===== config.mk =====
export PLATFORM = sky130hd
export DESIGN_NAME = multi_deck_shuffler
export DESIGN_NICKNAME = d
export VERILOG_FILES = /design/src/rtl/multi_deck_shuffler.sv
export SDC_FILE = /design/constraint.sdc
export NUM_CORES = 2
export LEC_CHECK = 0
export CORE_MARGIN = 3
export CORE_UTILIZATION = 65
export CTS_CLUSTER_SIZE = 40
export DETAILED_ROUTE_END_ITERATION = 6
export PLACE_DENSITY_LB_ADDON = 0.25
export REMOVE_ABC_BUFFERS = 1
export SLEW_MARGIN = 10
export SYNTH_ARGS = -nofsm -noshare
export SYNTH_HDL_FRONTEND = slang
export SYNTH_SLANG_ARGS = --single-unit

===== constraint.sdc =====
create_clock -name clk -period 38.6 [get_ports clk]
set_input_delay 5.79 -clock clk [delete_from_list [all_inputs] [get_ports clk]]
set_output_delay 5.79 -clock clk [all_outputs]
set_load 0.01 [all_outputs]

===== src/rtl/multi_deck_shuffler.sv =====
// Multi-deck card shuffler: RAM init, LFSR-driven Fisher-Yates shuffle, then single-card dealing.
// Optional cut-card marker is enabled by defining CUT_CARD_EN.
module multi_deck_shuffler #(
    parameter int unsigned NUM_DECKS = 1,
    parameter int unsigned CARD_W    = 4,
    parameter int unsigned ADDR_W    = 9,
    parameter int unsigned SEED_W    = 12
`ifdef CUT_CARD_EN
    ,
    parameter int unsigned CUT_POS   = (3 * 52 * NUM_DECKS) / 4
`endif
) (
    input  logic              clk,
    input  logic              i_Reset,
    input  logic              i_Start,
    input  logic [SEED_W-1:0] i_Seed,
    input  logic              i_Draw,
    output logic [CARD_W-1:0] o_Card,
    output logic              o_CardValid,
    output logic              o_Ready,
    output logic              o_Busy,
    output logic              o_Empty,
    output logic [ADDR_W-1:0] o_Remaining
`ifdef CUT_CARD_EN
    ,
    output logic              o_CutReached
`endif
);

    localparam int unsigned DECK_SIZE = 52 * NUM_DECKS;
    localparam int unsigned MEM_DEPTH = 2 ** ADDR_W;
    localparam logic [15:0] LFSR_INIT = 16'hACE1;
    localparam logic [15:0] LFSR_MASK = 16'hB400;

    typedef enum logic [3:0] {
        StIdle, StInit, StPick, StRdI, StRdJ, StWrI, StWrJ, StReady, StDrawRd, StDrawOut
    } stateT;

    stateT             stateQ, stateD;
    logic [15:0]       lfsrQ, lfsrD, lfsrNext;
    logic [ADDR_W-1:0] iQ, iD, jQ, jD, kQ, kD, pQ, pD, remainingQ, remainingD;
    logic [CARD_W-1:0] initValQ, initValD, valIQ, valID, cardQ, cardD;
    logic              cardValidQ, cardValidD, readyQ, readyD, emptyQ, emptyD;
`ifdef CUT_CARD_EN
    logic              cutQ, cutD;
`endif

    logic [CARD_W-1:0] mem [MEM_DEPTH];
    logic [CARD_W-1:0] rdData, memWdata;
    logic [ADDR_W-1:0] memAddr;
    logic              memWe;

    // Single-port RAM, read-before-write, one-cycle read latency
    always_ff @(posedge clk) begin
        if (memWe) mem[memAddr] <= memWdata;
        rdData <= mem[memAddr];
    end

    assign lfsrNext = {1'b0, lfsrQ[15:1]} ^ (lfsrQ[0] ? LFSR_MASK : 16'h0000);

    always_comb begin
        memAddr  = pQ;
        memWe    = 1'b0;
        memWdata = valIQ;
        case (stateQ)
            StInit: begin
                memAddr  = kQ;
                memWe    = 1'b1;
                memWdata = initValQ;
            end
            StRdI:  memAddr = iQ;
            StRdJ:  memAddr = jQ;
            StWrI: begin
                memAddr  = iQ;
                memWe    = 1'b1;
                memWdata = rdData;
            end
            StWrJ: begin
                memAddr  = jQ;
                memWe    = 1'b1;
                memWdata = valIQ;
            end
            default: ;
        endcase
    end

    always_comb begin
        stateD     = stateQ;
        lfsrD      = lfsrQ;
        iD         = iQ;
        jD         = jQ;
        kD         = kQ;
        pD         = pQ;
        remainingD = remainingQ;
        initValD   = initValQ;
        valID      = valIQ;
        cardD      = cardQ;
        cardValidD = 1'b0;
        readyD     = readyQ;
        emptyD     = emptyQ;
`ifdef CUT_CARD_EN
        cutD       = cutQ;
`endif
        if (i_Start) begin
            stateD     = StInit;
            lfsrD      = (i_Seed == '0) ? LFSR_INIT : 16'(i_Seed);
            kD         = '0;
            initValD   = CARD_W'(1);
            readyD     = 1'b0;
            emptyD     = 1'b0;
            remainingD = '0;
`ifdef CUT_CARD_EN
            cutD       = 1'b0;
`endif
        end else begin
            case (stateQ)
                StInit: begin
                    kD       = kQ + 1'b1;
                    initValD = (initValQ == CARD_W'(13)) ? CARD_W'(1) : initValQ + 1'b1;
                    if (kQ == ADDR_W'(DECK_SIZE - 1)) begin
                        iD     = ADDR_W'(DECK_SIZE - 1);
                        stateD = StPick;
                    end
                end
                StPick: begin
                    // Rejection sampling: an out-of-range candidate just costs another cycle
                    lfsrD = lfsrNext;
                    if (lfsrQ[ADDR_W-1:0] <= iQ) begin
                        jD     = lfsrQ[ADDR_W-1:0];
                        stateD = StRdI;
                    end
                end
                StRdI: stateD = StRdJ;
                StRdJ: begin
                    valID  = rdData;
                    stateD = StWrI;
                end
                StWrI: stateD = StWrJ;
                StWrJ: begin
                    if (iQ == ADDR_W'(1)) begin
                        stateD     = StReady;
                        readyD     = 1'b1;
                        emptyD     = 1'b0;
                        remainingD = ADDR_W'(DECK_SIZE);
                        pD         = '0;
                    end else begin
                        iD     = iQ - 1'b1;
                        stateD = StPick;
                    end
                end
                StReady: if (i_Draw && !emptyQ) stateD = StDrawRd;
                StDrawRd: begin
                    cardD      = rdData;
                    cardValidD = 1'b1;
                    pD         = pQ + 1'b1;
                    remainingD = remainingQ - 1'b1;
                    emptyD     = (remainingQ == ADDR_W'(1));
`ifdef CUT_CARD_EN
                    if (pQ == ADDR_W'(CUT_POS - 1)) cutD = 1'b1;
`endif
                    stateD     = StDrawOut;
                end
                StDrawOut: stateD = StReady;
                default: stateD = StIdle;
            endcase
        end
    end

    always_ff @(posedge clk) begin
        if (i_Reset) begin
            stateQ     <= StIdle;
            lfsrQ      <= LFSR_INIT;
            iQ         <= '0;
            jQ         <= '0;
            kQ         <= '0;
            pQ         <= '0;
            remainingQ <= '0;
            initValQ   <= '0;
            valIQ      <= '0;
            cardQ      <= '0;
            cardValidQ <= 1'b0;
            readyQ     <= 1'b0;
            emptyQ     <= 1'b0;
`ifdef CUT_CARD_EN
            cutQ       <= 1'b0;
`endif
        end else begin
            stateQ     <= stateD;
            lfsrQ      <= lfsrD;
            iQ         <= iD;
            jQ         <= jD;
            kQ         <= kD;
            pQ         <= pD;
            remainingQ <= remainingD;
            initValQ   <= initValD;
            valIQ      <= valID;
            cardQ      <= cardD;
            cardValidQ <= cardValidD;
            readyQ     <= readyD;
            emptyQ     <= emptyD;
`ifdef CUT_CARD_EN
            cutQ       <= cutD;
`endif
        end
    end

    assign o_Card      = cardQ;
    assign o_CardValid = cardValidQ;
    assign o_Ready     = readyQ;
    assign o_Empty     = emptyQ;
    assign o_Remaining = remainingQ;
    assign o_Busy      = stateQ inside {StInit, StPick, StRdI, StRdJ, StWrI, StWrJ, StDrawRd};
`ifdef CUT_CARD_EN
    assign o_CutReached = cutQ;
`endif

endmodule


==> flow_summary.yaml <==
sta:
  slew_violations: 0
  fmax_mhz: 116
  finalSetupTns_ns: 0
  worstMarginPinSlew_ns: 1.39
  min_period_over_period_pct: 22.3
  fin_skew_ns: 0.0343
  hold_slack_ns: 0.449
  fin_ws_ns: 30.00
  setup_viol: 0
  slew_headroom_pct: 6.64
  finalHoldViolations: 0
  post-route-min-period_ns: 8.60
  rsz0062_at_grt: "false"
placement:
  dp_slack_ns: 30.21
  place_hpwl_mm: 118
  io_buffers: 32
  place_congestion: 0.869
  place_area_um2: 87400
floorplan:
  die_h_um: 369
  rows: 132
  dieArea_um2: 136000
  core-area_um2: 130000
  initial_core_util_pct: 65.8
  chipWidth_um: 369
  top_level_ports: 33
yosys:
  synth.top_cells.by_area: "edfxtp_1 72%, mux4_2 9.8%, nand2_1 3.8%"
  syn-cell-area_um2: 85700
  synth_cell_types: 81
  ys_ff_latch: 2132
  synth_edf_count: 2048
  synth_top_area_share_pct: 71.8
  seq_area_frac_synth_pct: 73.7
  synth.most_common_cell: "edfxtp_1"
  yosys.area.top_type: "edfxtp_1"
  synthArstFlopShare_pct: 0
  synth_commonest_cells: "2,048 x edfxtp_1, 872 x nand2_1, 628 x nor2_1"
  synth_cells: 5301
  synth_ff_type: "edfxtp_1"
  ys.warnings.count: 0
  avgSynthCellArea_um2: 16.2
clocking:
  clock_sinks: 2132
  cts_buffers: 200
  clk_latency_ns: 0.84
  cts_resized: 0
  cts-root-buf: "clkbuf_16"
  cts_tree: "built"
  clk_pin_slew_ns: 0.06
  cts.path.max_buffers: 3
  post_cts_buffers: 0
  ctsHoldBuffers: 0
  htreeDepth: 4
finish:
  multi_input_area_um2: 20800
  drive_above_1_share_pct: 15.2
  ff_latch_area_um2: 63200
  final_area_um2: 93900
  area_growth_pct: 9.59
  fillerInstances: 7757
  nets: 5322
route:
  wl_per_cell_um: 30.1
  num_vias: 49200
  vias_per_cell: 6.83
  drc: 0
  drt_iter0_drc: 7190
  dr.pass1.iters: 6
  routed_wl_mm: 216
  detail-route-antenna-nets: 0
worst_setup_path:
  cp.arrival_ns: 2.81
  cp_max_fo: 26
  cp-end-kind: "output pin"
  crit_type: "reg2out"
  startpoint_type: "flip-flop"
  required_ns: 32.81
power:
  power_density_nw_per_um2: 52.0
  p_leak_nw: 29.6
  peakVddDrop_mv: 0.0430
global_routing:
  antenna_found_initial: 3
  grt-ovfl-total: 0
  grt_pass1_wl_mm: 323
  grt_pass1_vias: 48900
  grt_usage_pct: 32.3
  grt_max_degree: 246
worst_hold_path:
  hp-class: "reg2reg"
status:
  status: "finished, final reports clean"
run:
  cap_violations: 0
## final cells by class
cell class | count | share of cell area (%)
Clock buffer | 243 | 5.71
Antenna cell | 1 | 0.00266
Timing Repair Buffer | 130 | 1.27
Clock inverter | 123 | 1.18
Inverter | 22 | 0.0879
Multi-Input combinational cell | 2805 | 22.2
Tap cell | 1742 | 2.32
Sequential cell | 2132 | 67.3
## path summary, 6_finish.rpt
| path | start | to | slack (ns) | cells past startpoint |
|---|---|---|---|---|
| max | stateQ[3] | o_Busy | 30.00 | 4 |
| min | o_Ready | o_Ready | 0.45 | 2 |
| max reg2reg | stateQ[0] | rdData[0] | 31.33 | 13 |
| min reg2reg | o_Ready | o_Ready | 0.45 | 2 |
## sequential cells by signal, summed over array words and instances (netlist names), 9 cells and up
signal       cells
jQ               9
iQ               9
mem           2048
pQ               9
kQ               9
o_Remaining      9
lfsrQ           16
## power by group
part | leakage [nW] | switching (W) | internal, W
logic | 7.06 | 0.000245 | 0.000111
clock network | 3.19 | 0.000845 | 0.00111
registers | 19.3 | 0.00000646 | 0.00257
total | 29.6 | 0.00110 | 0.00379
## per-layer routing
layer	GRT usage, %	routed length, um	up-vias
met4	14.6	10600	8
met1	45.1	77300	24700
met3	8.60	27900	598
met5	1.60	322	-
met2	48.5	100000	3493
li1	-	-	20400
## critical path: stages, from the launching register on
cell             delay, ns
dfxtp_1               0.90
nor2_1                0.24
nand2_1               0.12
o221a_2               0.20
clkdlybuf4s50_1       0.53
## cell families after synthesis
logic type | Yosys count | synth area share [%]
multiplexers | 485 | 11.1
adder cells (fa/ha/maj) | 16 | 0.232
AND/OR/NAND/NOR | 1921 | 9.43
AO/OA/AOI/OAI | 365 | 3.02
buffers and inverters | 364 | 2.28
flip-flops | 2132 | 73.7
XOR/XNOR | 18 | 0.193
## metrics by stage
stage	total power (W)	instances	utilization [%]
2_1_floorplan	0.00304	4959	-
3_3_place_gp	0.00296	6831	67.2
3_5_place_dp	0.00297	6831	67.2
4_1_cts	0.00489	7197	72.2
5_1_grt	0.00501	7197	72.2
6_report	0.00488	7198	72.2
## cell usage in the layout (no fill, tap or decap), types with 17 or more instances in the layout
master and n:
a31oi_1 40, dfxtp_1 84, clkinv_1 42, nand2_1 856
mux2i_1 110, clkinv_2 45, nand4_1 29, a41oi_1 55
mux4_2 373, a22oi_1 21, bufinv_16 18, o21ai_0 35
edfxtp_1 2048, nor3_1 25, nand3_1 218, and4_1 19
buf_4 87, clkbuf_16 205, a32oi_1 20, o22ai_1 17
and3_1 36, inv_1 21, a21oi_1 77, nor2_1 621
nor4_1 17, clkbuf_1 29, clkdlybuf4s50_1 32
Power figures use the tool's default switching activity.
